`src/rtl/clock_time_setter_if.sv`:
```
// Button, running-time and edit/commit signals shared by the time setter and its neighbours.
// Buttons are raw active-low pins, all time digits are BCD.
interface clock_time_setter_if;
   logic       btn_mode;
   logic       btn_up;
   logic       btn_down;
   logic [3:0] cur_hour_tens;
   logic [3:0] cur_hour_units;
   logic [3:0] cur_min_tens;
   logic [3:0] cur_min_units;
   logic [3:0] set_hour_tens;
   logic [3:0] set_hour_units;
   logic [3:0] set_min_tens;
   logic [3:0] set_min_units;
   logic       load;
   logic       editing;
   logic [1:0] field;

   modport dut (
      input  btn_mode, btn_up, btn_down,
      input  cur_hour_tens, cur_hour_units, cur_min_tens, cur_min_units,
      output set_hour_tens, set_hour_units, set_min_tens, set_min_units,
      output load, editing, field
   );

   modport tb (
      output btn_mode, btn_up, btn_down,
      output cur_hour_tens, cur_hour_units, cur_min_tens, cur_min_units,
      input  set_hour_tens, set_hour_units, set_min_tens, set_min_units,
      input  load, editing, field
   );
endinterface

```
`src/rtl/clock_time_setter.sv`:
```
// Debounced three-button HH:MM editor; press reaches the FSM 2+DEBOUNCE_CYCLES+1 cycles after the pin settles.
// No backpressure: load is a one-cycle strobe the counters must take, events in RUN/COMMIT are dropped.
module clock_time_setter #(
   parameter int unsigned DEBOUNCE_CYCLES = 1000000,
   parameter int unsigned TIMEOUT_CYCLES  = 500000000
) (
   input  logic              clk_i,
   input  logic              rst_ni,
   clock_time_setter_if.dut  bus
);
   localparam int DB_W = $clog2(DEBOUNCE_CYCLES + 1);
   localparam int TO_W = $clog2(TIMEOUT_CYCLES + 1);
   localparam logic [DB_W-1:0] DB_LAST = DB_W'(DEBOUNCE_CYCLES - 1);
   localparam logic [TO_W-1:0] TO_LAST = TO_W'(TIMEOUT_CYCLES - 1);

   typedef enum logic [1:0] {RUN, EDIT_HOUR, EDIT_MIN, COMMIT} state_t;

   // Bit 2 = mode, bit 1 = up, bit 0 = down.
   logic [2:0]      btn_raw;
   logic [2:0]      sync0_q, sync1_q;
   logic [2:0]      deb_q, deb_d;
   logic [2:0]      ev_q, ev_d;
   logic [DB_W-1:0] cnt_q [3];
   logic [DB_W-1:0] cnt_d [3];

   assign btn_raw = {bus.btn_mode, bus.btn_up, bus.btn_down};

   always_comb begin
      deb_d = deb_q;
      for (int i = 0; i < 3; i++) begin
         cnt_d[i] = '0;
         if (sync1_q[i] != deb_q[i]) begin
            if (cnt_q[i] == DB_LAST) deb_d[i] = sync1_q[i];
            else                     cnt_d[i] = cnt_q[i] + DB_W'(1);
         end
      end
      ev_d = deb_q & ~deb_d;
   end

   always_ff @(posedge clk_i or negedge rst_ni) begin
      if (!rst_ni) begin
         sync0_q <= '1;
         sync1_q <= '1;
         deb_q   <= '1;
         ev_q    <= '0;
         for (int i = 0; i < 3; i++) cnt_q[i] <= '0;
      end else begin
         sync0_q <= btn_raw;
         sync1_q <= sync0_q;
         deb_q   <= deb_d;
         ev_q    <= ev_d;
         for (int i = 0; i < 3; i++) cnt_q[i] <= cnt_d[i];
      end
   end

   logic ev_mode, ev_up, ev_down;
   assign ev_mode = ev_q[2];
   assign ev_up   = ev_q[1];
   assign ev_down = ev_q[0];

   // Values packed {tens, units}.
   function automatic logic [7:0] bcd_inc(input logic [7:0] v, input logic [3:0] t_max, input logic [3:0] u_max);
      if (v[7:4] == t_max && v[3:0] == u_max) return 8'h00;
      if (v[3:0] == 4'd9)                     return {v[7:4] + 4'd1, 4'd0};
      return {v[7:4], v[3:0] + 4'd1};
   endfunction

   function automatic logic [7:0] bcd_dec(input logic [7:0] v, input logic [3:0] t_max, input logic [3:0] u_max);
      if (v == 8'h00)        return {t_max, u_max};
      if (v[3:0] == 4'd0)    return {v[7:4] - 4'd1, 4'd9};
      return {v[7:4], v[3:0] - 4'd1};
   endfunction

   logic       hour_ok, min_ok;
   logic [7:0] hour_cap, min_cap;

   assign hour_ok  = (bus.cur_hour_units <= 4'd9) &&
                     ((bus.cur_hour_tens < 4'd2) || (bus.cur_hour_tens == 4'd2 && bus.cur_hour_units <= 4'd3));
   assign min_ok   = (bus.cur_min_tens <= 4'd5) && (bus.cur_min_units <= 4'd9);
   assign hour_cap = hour_ok ? {bus.cur_hour_tens, bus.cur_hour_units} : 8'h00;
   assign min_cap  = min_ok  ? {bus.cur_min_tens,  bus.cur_min_units}  : 8'h00;

   state_t          state_q;
   logic [7:0]      hour_q, min_q;
   logic            load_q, editing_q;
   logic [1:0]      field_q;
   logic [TO_W-1:0] tmo_q;

   always_ff @(posedge clk_i or negedge rst_ni) begin
      if (!rst_ni) begin
         state_q   <= RUN;
         hour_q    <= 8'h00;
         min_q     <= 8'h00;
         load_q    <= 1'b0;
         editing_q <= 1'b0;
         field_q   <= 2'd0;
         tmo_q     <= '0;
      end else begin
         load_q <= 1'b0;
         case (state_q)
            RUN: begin
               if (ev_mode) begin
                  hour_q    <= hour_cap;
                  min_q     <= min_cap;
                  state_q   <= EDIT_HOUR;
                  editing_q <= 1'b1;
                  field_q   <= 2'd1;
                  tmo_q     <= '0;
               end
            end
            EDIT_HOUR, EDIT_MIN: begin
               if (ev_mode) begin
                  tmo_q <= '0;
                  if (state_q == EDIT_HOUR) begin
                     state_q <= EDIT_MIN;
                     field_q <= 2'd2;
                  end else begin
                     state_q   <= COMMIT;
                     load_q    <= 1'b1;
                     editing_q <= 1'b0;
                     field_q   <= 2'd0;
                  end
               end else if (ev_up || ev_down) begin
                  // Coincident up+down cancel out but still count as activity.
                  tmo_q <= '0;
                  if (ev_up ^ ev_down) begin
                     if (state_q == EDIT_HOUR)
                        hour_q <= ev_up ? bcd_inc(hour_q, 4'd2, 4'd3) : bcd_dec(hour_q, 4'd2, 4'd3);
                     else
                        min_q  <= ev_up ? bcd_inc(min_q, 4'd5, 4'd9) : bcd_dec(min_q, 4'd5, 4'd9);
                  end
               end else if (tmo_q == TO_LAST) begin
                  state_q   <= RUN;
                  editing_q <= 1'b0;
                  field_q   <= 2'd0;
                  tmo_q     <= '0;
               end else begin
                  tmo_q <= tmo_q + TO_W'(1);
               end
            end
            COMMIT:  state_q <= RUN;
            default: state_q <= RUN;
         endcase
      end
   end

   assign bus.set_hour_tens  = hour_q[7:4];
   assign bus.set_hour_units = hour_q[3:0];
   assign bus.set_min_tens   = min_q[7:4];
   assign bus.set_min_units  = min_q[3:0];
   assign bus.load           = load_q;
   assign bus.editing        = editing_q;
   assign bus.field          = field_q;
endmodule

```
`src/flat_wrapper.sv`:
```
// flat-port wrapper written by rule: the top's interface ports become plain ports
module clock_time_setter_flat 
#(
   parameter int unsigned DEBOUNCE_CYCLES = 1000000,
   parameter int unsigned TIMEOUT_CYCLES  = 500000000
)
  (clk_i, rst_ni, bus_btn_mode, bus_btn_up, bus_btn_down, bus_cur_hour_tens, bus_cur_hour_units, bus_cur_min_tens, bus_cur_min_units, bus_set_hour_tens, bus_set_hour_units, bus_set_min_tens, bus_set_min_units, bus_load, bus_editing, bus_field);
  clock_time_setter_if bus_i ();
  input  logic clk_i;
  input  logic rst_ni;
  input wire logic [$bits(bus_i.btn_mode)-1:0] bus_btn_mode;
  input wire logic [$bits(bus_i.btn_up)-1:0] bus_btn_up;
  input wire logic [$bits(bus_i.btn_down)-1:0] bus_btn_down;
  input wire logic [$bits(bus_i.cur_hour_tens)-1:0] bus_cur_hour_tens;
  input wire logic [$bits(bus_i.cur_hour_units)-1:0] bus_cur_hour_units;
  input wire logic [$bits(bus_i.cur_min_tens)-1:0] bus_cur_min_tens;
  input wire logic [$bits(bus_i.cur_min_units)-1:0] bus_cur_min_units;
  output wire logic [$bits(bus_i.set_hour_tens)-1:0] bus_set_hour_tens;
  output wire logic [$bits(bus_i.set_hour_units)-1:0] bus_set_hour_units;
  output wire logic [$bits(bus_i.set_min_tens)-1:0] bus_set_min_tens;
  output wire logic [$bits(bus_i.set_min_units)-1:0] bus_set_min_units;
  output wire logic [$bits(bus_i.load)-1:0] bus_load;
  output wire logic [$bits(bus_i.editing)-1:0] bus_editing;
  output wire logic [$bits(bus_i.field)-1:0] bus_field;
  assign bus_i.btn_mode = bus_btn_mode;
  assign bus_i.btn_up = bus_btn_up;
  assign bus_i.btn_down = bus_btn_down;
  assign bus_i.cur_hour_tens = bus_cur_hour_tens;
  assign bus_i.cur_hour_units = bus_cur_hour_units;
  assign bus_i.cur_min_tens = bus_cur_min_tens;
  assign bus_i.cur_min_units = bus_cur_min_units;
  assign bus_set_hour_tens = bus_i.set_hour_tens;
  assign bus_set_hour_units = bus_i.set_hour_units;
  assign bus_set_min_tens = bus_i.set_min_tens;
  assign bus_set_min_units = bus_i.set_min_units;
  assign bus_load = bus_i.load;
  assign bus_editing = bus_i.editing;
  assign bus_field = bus_i.field;
  clock_time_setter #(.DEBOUNCE_CYCLES(DEBOUNCE_CYCLES), .TIMEOUT_CYCLES(TIMEOUT_CYCLES)) u_core (.clk_i(clk_i), .rst_ni(rst_ni), .bus(bus_i));
endmodule
```
`config.mk`:
```
export PLATFORM = sky130hd
export DESIGN_NAME = clock_time_setter_flat
export DESIGN_NICKNAME = d
export VERILOG_FILES = /design/src/rtl/clock_time_setter_if.sv /design/src/rtl/clock_time_setter.sv /design/src/flat_wrapper.sv
export SDC_FILE = /design/constraint.sdc
export NUM_CORES = 1
export LEC_CHECK = 0
export CAP_MARGIN = 20
export CORE_MARGIN = 2
export CORE_UTILIZATION = 50
export CTS_CLUSTER_DIAMETER = 50
export CTS_CLUSTER_SIZE = 24
export DETAILED_ROUTE_END_ITERATION = 8
export GPL_TIMING_DRIVEN = 0
export PLACE_DENSITY = 0.69
export SLEW_MARGIN = 40
export SYNTH_ARGS = -nofsm -noshare
export SYNTH_HDL_FRONTEND = slang
export SYNTH_SLANG_ARGS = --single-unit
```
`constraint.sdc`:
```
create_clock -name clk_i -period 2.9 [get_ports clk_i]
set_input_delay 0.29 -clock clk_i [delete_from_list [all_inputs] [get_ports clk_i]]
set_output_delay 0.29 -clock clk_i [all_outputs]
set_load 0.02 [all_outputs]
```
==> metrics.cfg <==
[sta]
rsz0062_at_grt=no
fin_crit_sh_pct=92.60
worst_pin_slew_ns=0.7812
maxSlewHeadroom_pct=47.44
fmax_ghz=0.3724
skew_ns=0.006976
post-route-min-period_ns=2.686
hold_ws_ns=0.2711
setup_viol=0
drv_slew=0
hold_viol_final=0

[placed_design]
gp_congestion=0.9158
io_buffers=40
placed_cells=964
hpwlAfterDp_microns=10860

[worst_setup_path]
start_kind=flip-flop
crit_required_ns=3.25
worstSetupPathType=reg2reg
worstReg2RegStart=u_core.state_q[0]
worst-path-max-fanout=7
r2r-end=u_core.tmo_q[28]
cp.arrival_ns=3.03
critPathMaxStageDelay_ns=0.64
crit_chain=inv_1 -> ha_1 -> nor2b_1 -> buf_2 -> nor3b_1 -> nand3_1 -> or4_1 -> a21oi_1
r2r_cells=8
rrSetupSlack_ns=0.21
cpMaxStageDelayCell=nor3b_1
cp-end-kind=flip-flop

[power]
power.internal_w=0.003229
seqPwrFrac_pct=42.9
fin_total_pwr_w=0.004084
switchingPower_w=0.0008549
powerDensity_mw_per_mm2=494.6
combPwrFrac_pct=3.3
ir_drop_mv=0.3986
p_sw_share_pct=20.93
p_leak_nw=3.459
clkPwrFrac_pct=53.8

[global_routing]
grt_max_degree=61
grt_pass1_vias=5715
grt-ovfl-total=0
antenna_found_initial=0
grt.total_usage_pct=22.09
grt_pass1_wl_microns=26300

[yosys]
ys.flop_type=dfrtp_1
synthTopCellsByArea=dfrtp_1 (41%), xor2_1 (6.1%), nor2_1 (5.4%)
async_flop_share_pct=100.0
syn_inst=742
yosysMostFrequentCell=dfrtp_1
synth_edf_count=0
synth_common_cells=dfrtp_1 (114), nor2_1 (99), nand2_1 (55), xor2_1 (48), nand3_1 (41)
yosys.area.top_type=dfrtp_1
syn_area_sq_mm=0.006939
yosys_warnings=0
ys_ff_latch=123
syn-num-nets=785
synth_top_area_share_pct=41.11
synth.distinct_cells=69
seq_area_frac_synth_pct=44.52
syn_avg_cell_area_sq_um=9.352

[detailed_routing]
wl_met1_microns=7095
first_iter_violations=484
top_layer=met4
wire_per_inst_microns=15.71
totalWireLength_microns=15650
num_vias=5814
ant_nets=0
met2WireLength_microns=7520
dr.pass1.iters=5
drcViolationCount=0
dr_wl_met3_microns=863
post_drt_via_cell_ratio=5.837

[layout]
fillCellCount=1160
finalNonFillerCells=996
syn2layout_area_growth_pct=19.00
layout-drive-gt1-share_pct=9.069
fin_nets=846
diodes=0

[floorplanning]
row_count=43
fp.dieH_microns=121.8
core-area_sq_mm=0.01372
die_w_microns=121.8
die_area_sq_mm=0.01484
ioPinCount=41
start_util_pct=50.58

[status]
status=completed

[clock_network]
htreeDepth=4
ctsRootBufferMaster=clkbuf_16
cts_made_buffers=17
cts_buffer_depth=2
clock-sinks=123
clk_pin_slew_worst_paths_ns=0.06
cts_tree=built
clock_latency_ns=0.42

[hold_path]
min-delay-path-class=in2reg
min_from=bus_btn_down
holdPathStages=1
holdPathEnd=u_core.sync0_q[0]

[run]
drv_cap=0

[power groups by stage]
stage | clock network [W] | registers, W | logic (W)
4_1_cts | 0.00224 | 0.00175 | 0.000136
3_3_place_gp | 0 | 0.00178 | 0.000120
6_report | 0.00220 | 0.00175 | 0.000133
3_5_place_dp | 0 | 0.00178 | 0.000133
2_1_floorplan | 0 | 0.00178 | 0.0000419
5_1_grt | 0.00231 | 0.00175 | 0.000151
[metrics by stage]
step | cell area [sq um] | setup WS, ns | TNS (ns) | util, %
2_1_floorplan | 6939 | 0.07068 | 0 | -
3_3_place_gp | 7565 | -3.202 | -382.22 | 55.14
3_5_place_dp | 7617 | -0.5664 | -3.693 | 55.52
4_1_cts | 8260 | 0.1397 | 0 | 60.21
6_report | 8258 | 0.2145 | 0 | 60.19
5_1_grt | 8258 | 0.05470 | 0 | 60.19
[timing repair]
action,4_1_cts,5_1_grt
setup endpoints to repair,12,4
gates resized for setup,2,1
hold buffers,1,0
buffers inserted,1,0
hold endpoints to repair,21,0
pin swaps,1,0
[kinds of logic after synthesis]
family,synth area share (%)
buffers and inverters,3.264
xor gates and xnor gates,8.583
and+or+nand+nor,25.39
AOI/OAI and AO/OA,12.30
DFF,44.52
adders and majority gates,3.967
muxes,1.983
[worst max-delay path by stage]
stage	endpoint	depth (start not counted)	slack, ns	start
6_report	u_core.tmo_q[28]	8	0.21	u_core.state_q[0]
5_1_grt	u_core.tmo_q[28]	8	0.05	u_core.state_q[0]
4_1_cts	u_core.hour_q[5]	7	0.14	u_core.ev_q[1]
3_5_place_dp	u_core.min_q[5]	9	-0.57	u_core.ev_q[1]
3_3_place_gp	u_core.tmo_q[21]	1	-3.20	rst_ni
2_1_floorplan	u_core.min_q[5]	9	0.07	u_core.ev_q[1]
[worst max-delay path, delay by kind of cell (launching register included)]
family          cells  cell delay, ns
simple gates        4            1.57
flops               1            0.39
buf+inv             2            0.29
fa+ha+maj           1            0.20
compound gates      1            0.16
[state kept, by name (all words and copies together) (netlist names)]
name                cells
u_core.cnt_q           60
u_core.tmo_q           29
u_core.hour_q           8
u_core.min_q            8
u_core.deb_q            3
u_core.ev_q             3
u_core.sync0_q          3
u_core.sync1_q          3
u_core.bus.field        2
u_core.state_q          2
u_core.bus.editing      1
u_core.bus.load         1
[layout make-up]
| type | count | area, sq um | area share, % |
|---|---|---|---|
| timing repair buffer | 44 | 470.5 | 5.697 |
| clock buffer | 22 | 484.2 | 5.864 |
| inverter | 29 | 108.9 | 1.318 |
| multi-input combinational | 562 | 3628 | 43.94 |
| clock inverter | 10 | 138.9 | 1.682 |
| sequential | 123 | 3090 | 37.42 |
| tap | 180 | 225.2 | 2.727 |
| buffer | 26 | 111.4 | 1.348 |
[placed cells by master, fill, tap and decap left out, types with 17 or more instances in the layout]
| master | Yosys | layout |
|---|---|---|
| dfrtp_1 | 114 | 113 |
| nor2_1 | 99 | 99 |
| nand2_1 | 55 | 55 |
| xor2_1 | 48 | 48 |
| nand3_1 | 41 | 41 |
| clkdlybuf4s50_1 | 0 | 39 |
| a21oi_1 | 32 | 32 |
| o21ai_0 | 31 | 31 |
| inv_1 | 29 | 29 |
| nand4_1 | 27 | 27 |
| ha_1 | 22 | 22 |
| clkbuf_1 | 22 | 21 |
| xnor2_1 | 20 | 20 |
| clkbuf_16 | 0 | 17 |
[layer usage]
metal	track usage, %	vias up
met4	7.974	0
met1	29.11	2837
li1	-	2797
met2	35.65	162
met3	5.243	18
met5	0	-
Note: power is estimated with default switching activity, not from simulation.
